==> config.mk <==
export PLATFORM = sky130hd
export DESIGN_NAME = intc_hwint
export DESIGN_NICKNAME = d
export VERILOG_FILES = /design/src/rtl/intc_hwint.sv
export SDC_FILE = /design/constraint.sdc
export NUM_CORES = 1
export LEC_CHECK = 0
export ABC_AREA = 0
export ABC_CLOCK_PERIOD_IN_PS = 4600
export CAP_MARGIN = 20
export CORE_MARGIN = 3
export CORE_UTILIZATION = 37
export DETAILED_ROUTE_END_ITERATION = 8
export PLACE_DENSITY = 0.76
export SYNTH_ARGS = -nofsm -noshare
export SYNTH_HDL_FRONTEND = slang
export SYNTH_SLANG_ARGS = --single-unit
==> constraint.sdc <==
create_clock -name clk -period 4.6 [get_ports clk]
set_input_delay 0.92 -clock clk [delete_from_list [all_inputs] [get_ports clk]]
set_output_delay 0.92 -clock clk [all_outputs]
set_load 0.01 [all_outputs]
==> src/rtl/intc_hwint.sv <==
// intc_hwint: memory-mapped interrupt controller producing the CPU hwInt vector.
//
// Each source is sampled into s_q_r and latched into pend_r. A bit in edge mode
// latches on a rising edge and clears on a write-1-to-clear. A bit in level mode
// follows s_q_r. The block registers hw_int = pend & mask, and ID reports the
// lowest-numbered pending and enabled source.
//
// Optional feature macro: INTC_SYNC_EN. Defining it places a two-flop
// synchronizer (sync1_r -> s_q_r) ahead of the edge detector so that sources
// from other clock domains can be used. When it is not defined, src is sampled
// by a single flop and must be synchronous to clk.
//
// Register map (addr[3:2]): 0 PEND (R/W1C), 1 MASK (R/W), 2 EDGE (R/W), 3 ID (RO).
// NSRC must be in the range 1..16.

module intc_hwint #(
    parameter int NSRC = 6
) (
    input  logic            clk,
    input  logic            reset,
    input  logic [NSRC-1:0] src,
    input  logic            sel,
    input  logic [3:0]      addr,
    input  logic            we,
    input  logic [31:0]     wdata,
    output logic [31:0]     rdata,
    output logic [NSRC-1:0] hw_int
);

`ifdef INTC_SYNC_EN
    localparam logic [1:0] PRIME_CYC = 2'd2;
`else
    localparam logic [1:0] PRIME_CYC = 2'd1;
`endif

    // Index of the lowest set bit, or all-ones when no bit is set.
    function automatic logic [31:0] find_id(input logic [NSRC-1:0] v);
        logic [31:0] id;
        id = 32'hFFFF_FFFF;
        for (int i = NSRC - 1; i >= 0; i--) begin
            if (v[i]) begin
                id = 32'(i);
            end else begin
                id = id;
            end
        end
        return id;
    endfunction

    logic [NSRC-1:0] s_in_s;
    logic [NSRC-1:0] s_q_r;
    logic [NSRC-1:0] s_prev_r;
    logic [NSRC-1:0] pend_r;
    logic [NSRC-1:0] pend_nxt_s;
    logic [NSRC-1:0] mask_r;
    logic [NSRC-1:0] edge_r;
    logic [1:0]      prime_cnt_r;
    logic            primed_s;
    logic            wr_s;
    logic            wr_pend_s;
    logic            wr_mask_s;
    logic            wr_edge_s;
    logic            unused_s;

`ifdef INTC_SYNC_EN
    logic [NSRC-1:0] sync1_r;

    // First synchronizer stage for asynchronous sources.
    always_ff @(posedge clk or negedge reset) begin
        if (!reset) begin
            sync1_r <= {NSRC{1'b0}};
        end else begin
            sync1_r <= src;
        end
    end

    assign s_in_s = sync1_r;
`else
    assign s_in_s = src;
`endif

    assign primed_s  = (prime_cnt_r == PRIME_CYC);
    assign wr_s      = sel & we;
    assign wr_pend_s = wr_s & (addr[3:2] == 2'd0);
    assign wr_mask_s = wr_s & (addr[3:2] == 2'd1);
    assign wr_edge_s = wr_s & (addr[3:2] == 2'd2);
    assign unused_s  = ^{addr[1:0], wdata};

    // Sample path. Until the pipeline refills after reset, s_prev_r tracks the
    // incoming value so that a source already high does not appear as an edge.
    always_ff @(posedge clk or negedge reset) begin
        if (!reset) begin
            s_q_r       <= {NSRC{1'b0}};
            s_prev_r    <= {NSRC{1'b0}};
            prime_cnt_r <= 2'd0;
        end else begin
            s_q_r <= s_in_s;
            if (primed_s) begin
                s_prev_r    <= s_q_r;
                prime_cnt_r <= prime_cnt_r;
            end else begin
                s_prev_r    <= s_in_s;
                prime_cnt_r <= prime_cnt_r + 2'd1;
            end
        end
    end

    // Next pending state: level bits follow s_q_r; edge bits set on a rising
    // edge, and a set beats a simultaneous write-1-to-clear.
    always_comb begin
        pend_nxt_s = pend_r;
        for (int i = 0; i < NSRC; i++) begin
            if (edge_r[i]) begin
                pend_nxt_s[i] = (s_q_r[i] & ~s_prev_r[i]) |
                                (pend_r[i] & ~(wr_pend_s & wdata[i]));
            end else begin
                pend_nxt_s[i] = s_q_r[i];
            end
        end
    end

    // Pending, mask and edge-mode registers.
    always_ff @(posedge clk or negedge reset) begin
        if (!reset) begin
            pend_r <= {NSRC{1'b0}};
            mask_r <= {NSRC{1'b0}};
            edge_r <= {NSRC{1'b0}};
        end else begin
            pend_r <= pend_nxt_s;
            if (wr_mask_s) begin
                mask_r <= wdata[NSRC-1:0];
            end else begin
                mask_r <= mask_r;
            end
            if (wr_edge_s) begin
                edge_r <= wdata[NSRC-1:0];
            end else begin
                edge_r <= edge_r;
            end
        end
    end

    // Registered interrupt vector to the CPU.
    always_ff @(posedge clk or negedge reset) begin
        if (!reset) begin
            hw_int <= {NSRC{1'b0}};
        end else begin
            hw_int <= pend_r & mask_r;
        end
    end

    // Combinational read mux, zero when the window is not selected.
    always_comb begin
        rdata = 32'h0000_0000;
        if (sel) begin
            case (addr[3:2])
                2'd0:    rdata = {{(32 - NSRC){1'b0}}, pend_r};
                2'd1:    rdata = {{(32 - NSRC){1'b0}}, mask_r};
                2'd2:    rdata = {{(32 - NSRC){1'b0}}, edge_r};
                2'd3:    rdata = find_id(pend_r & mask_r);
                default: rdata = 32'h0000_0000;
            endcase
        end else begin
            rdata = 32'h0000_0000;
        end
    end

endmodule

* Word-level counts from Yosys, hierarchy flattened *
Index checks and enable logic that the tools add are counted.

word-level totals
  flip-flop bits (word level) = 38
  bits of input ports = 46
  output and inout port bits = 38
  logic and storage cells = 69

cells by class
  $add $sub $neg = 1
  eq/ne operators = 4
  muxes and demuxes = 15
  bitwise logic cells = 41
  reduce and logical (&&, ||, !) cells = 1

operators with widths
  cell                 number
  $mux 32              7
  $pmux 32 s4          1
  $and 1x1->1          22
  $not 1->1            12
  $and 6x6->6          1
  $mux 1               6
  $mux 6               1
  $or 1x1->1           6
  $eq 2x1->1 const B   2
  $eq 2x2->1 const B   2
  $add 2x1->2 const B  1
  $logic_not 2->1      1

* Logic depth before layout (Yosys ltp) *
  word-level depth = 9
  depth in mapped cells = 6
  mapped depth without buffers = 5

* Least setup slack after synthesis *
OpenSTA, ideal clock, no wires.

  path kind = in2out
  start point = input port addr[3]
  end point = output port rdata[10]
  data arrival time = 3.815 ns
  required time = 3.680 ns
  path slack = -0.135 ns
  cell stages on the path = 4
  buffers on the path = 2
  path through = buf_2 nand4_1 nor4_1 buf_4

between the ends
  word-level cells in the longest chain between the ends = 3
  elaborated cells between the ends (all ways) = 6
  those cells by class = eq/ne: 3; mux: 2; reduce/logical: 1

RTL lines
  element                             RTL line  RTL
  start, declared                     23        input logic [3:0] addr,
  $eq 2x2->1 (tied with other cells)  156       case (addr[3:2])
  $pmux 32 s4 (*)                     156
  $mux 32 (*)                         155       if (sel) begin
  end, declared                       26        output logic [31:0] rdata,

Every way passes the cells marked *; elsewhere a longest branch is shown, timed or not.

* Worst setup path after layout *
  start point = input port addr[3]
  end point = output port rdata[1]

Same word-level chain as after synthesis.

==> results.toml <==
[global_route]
grt_pass1_wl_um = 5816
grt_antenna_before_repair = 0
track_usage_pct = 12.65
globalRouteOverflowTotal = 0
grt_max_degree = 39
grt_pass1_vias = 1198

[logic_synthesis]
ys_seq_elements = 38
post_synth.cell_area_avg_um2 = 11.57
post-synth-top-area-fraction_pct = 52.02
post-synth-top-count-cell = "dfrtp_1"
synth_warnings = 0
synth.net_count = 205
synth.lib_cells_used.distinct = 29
dominant_synthesized_flop_cell = "dfrtp_1"
post_synth_instance_area_um2 = 1828
synth-edff-count = 0
yosys-top-cells-area = "dfrtp_1 (52%), mux2_2 (11%), buf_4 (10%)"
synthesis.instances = 158
synth_largest_area_cell = "dfrtp_1"
synth_async_sr_flop_share_pct = 100.0
synth_seq_area_share_pct = 52.02
synth_top_cells_by_count = "dfrtp_1 (38), buf_4 (25), nand2_1 (24)"

[routing]
antenna_violating_nets_post_route = 0
route.final.wire_length_um = 3623
routed_via_density = 4.919
total_number_of_vias = 1269
route.detailed.drc = 0
drt_iter0_markers = 56
drt_pass1_iterations = 5
avgRoutedWirePerCell_um = 14.04

[worst_setup_path]
critical_path.cell_chain = "clkdlybuf4s50_1, or2_0, nor2_1, a211oi_2, clkdlybuf4s50_1"
crit_path_end_kind = "primary output"
worstPathMaxFanout = 7
critical-path-max-stage-delay_ps = 650
timing_worst_setup_path_type = "in -> out"
crit_arrival_ps = 3060
worst_path_dominant_cell_family = "buffers and inverters"
startpoint_type = "input pin"
timing.critical_path.buf_inv = 2
crit_path_top_delay_cell = "clkdlybuf4s50_1"
cpMostUsedCell = "clkdlybuf4s50_1"
crit_required_ps = 3680

[timing]
tns_ps = 0
timing.final.crit_period_ps = 3976
tightest_slew_ps = 830.3
maxClockFrequency_mhz = 251.5
skew_ps = 3.235
drv_slew = 0
finalCritPeriodShare_pct = 86.44
grt_setup_unrepaired = "false"
setup-violations-final = 0
slew_headroom_pct = 44.65
final-hold-violation-count = 0

[clocking]
number_of_post_cts_setup_repair_buffers = 0
cts-buffers-inserted = 5
cts_repair_resize_count = 0
clk_path_buf_depth = 2
cts_tree = "built"
clk-insertion-delay-late_ps = 290
holdBufCountCts = 0
cts.htree.levels = 2
cts_root_buffer = "clkbuf_8"
clock_sink_count = 38
clkTransAtPathRegs_ps = 70

[cells_and_area]
finish.instance_area_um2 = 2352
antenna-diode-count = 0
filler_cell_count = 421
nNetsFinal = 239
area_grow_syn2layout_pct = 28.68
post_route_cells_drive_above_1_share_pct = 18.65

[power_and_ir_drop]
leakage_nw = 0.9900
worst_vdd_drop_mv = 0.1817
power_per_unit_of_standard_cell_area_nw_per_um2 = 365.5

[placement]
dpl_cell_area_um2 = 2261
port_buffers = 55
hpwlAfterDp_um = 2643
gpl.final_weighted_congestion = 0.7930

[floorplanning]
initial_core_util_pct = 40.05
placementRows = 24
floorplan.io_pins = 84
die_x_um = 76.29
die-area_um2 = 5820
dieHeight_um = 76.29
placeableCoreArea_um2 = 4564

[status]
run_status = "completed"

[hold_path]
min_path_type = "reg -> reg"

[flow_run]
count_of_maximum_capacitance_violations = 0
-- cell usage in the layout (no fill, tap or decap), types with 2 or more instances in the layout --
cell,Yosys,routed
inv_1,8,8
a32o_1,6,6
o221a_2,4,4
nand4b_1,2,2
clkbuf_8,0,6
nand2_1,24,24
and2_1,2,2
clkdlybuf4s50_1,0,54
o21ai_0,2,2
dfrtp_1,38,38
a21oi_1,3,3
mux2_2,18,18
buf_4,25,2
nor2_1,3,3
a221oi_1,2,2
a2bb2oi_1,4,4
-- worst register-to-register path, delay by kind of cell, from the launching register on --
kind                     cells  cell delay (ps)
adder cells (fa/ha/maj)      1              430
flip-flops                   1              380
multiplexers                 1              390
buffers and inverters        1               50
-- stage by stage --
step	utilization (%)	total power [mW]	hold WS [ps]	instances	setup WS (ps)
after floorplan	-	0.5423	449.8	158	773.9
after global placement	49.53	0.6272	468.8	250	613.0
after detailed placement	49.53	0.6343	475.6	250	622.3
after CTS	51.54	0.8703	491.2	258	617.0
after global routing	51.54	0.9030	527.2	258	521.6
final	51.54	0.8598	483.5	258	623.8
-- registers in the layout, indices dropped and copies added (netlist names) --
signal	flops
s_q_r	6
edge_r	6
pend_r	6
mask_r	6
prime_cnt_r	2
hw_int	6
s_prev_r	6
-- worst paths after layout --
path	slack, ps	to	from	depth (start not counted)
min in group asynchronous	730	s_q_r[5]	reset	1
max	620	rdata[1]	addr[3]	5
max in group asynchronous	3360	edge_r[2]	reset	1
min	480	prime_cnt_r[0]	prime_cnt_r[0]	1
min reg2reg	480	prime_cnt_r[0]	prime_cnt_r[0]	1
max reg2reg	3240	s_prev_r[4]	prime_cnt_r[1]	3
-- per-layer routing --
| layer | vias up | routed length [µm] | GRT usage, % | share of wire [%] |
|---|---|---|---|---|
| li1 | 588 | - | - | - |
| met1 | 603 | 1581 | 15.66 | 44 |
| met2 | 71 | 1583 | 18.45 | 44 |
| met3 | 7 | 385 | 5.792 | 11 |
| met4 | 0 | 72 | 6.522 | 2.0 |
| met5 | - | 0 | 0 | 0 |
-- where the power goes --
part           switching (mW)  leakage (nW)  internal (mW)
logic                  0.0918         0.488          0.116
clock network           0.113        0.0482          0.121
registers              0.0345         0.454          0.384
total                   0.239         0.990          0.621
-- layout make-up --
class | instances | area (µm²) | area share, %
clock buffers | 7 | 86.33 | 3.670
clock inverters | 1 | 5.005 | 0.2128
inverters | 9 | 33.78 | 1.436
multi-input cells | 81 | 634.4 | 26.97
flip-flops and latches | 38 | 950.9 | 40.43
well taps | 65 | 81.33 | 3.457
repair buffers | 57 | 560.5 | 23.83
-- cells by family after synthesis --
logic type / Yosys count / synth area share, %
compound gates: 23 / 11.16
xor+xnor: 1 / 0.4792
fa+ha+maj: 1 / 0.6844
buf+inv: 39 / 14.10
flops: 38 / 52.02
mux: 18 / 11.09
simple gates: 38 / 10.47
Power figures use the tool's default switching activity.
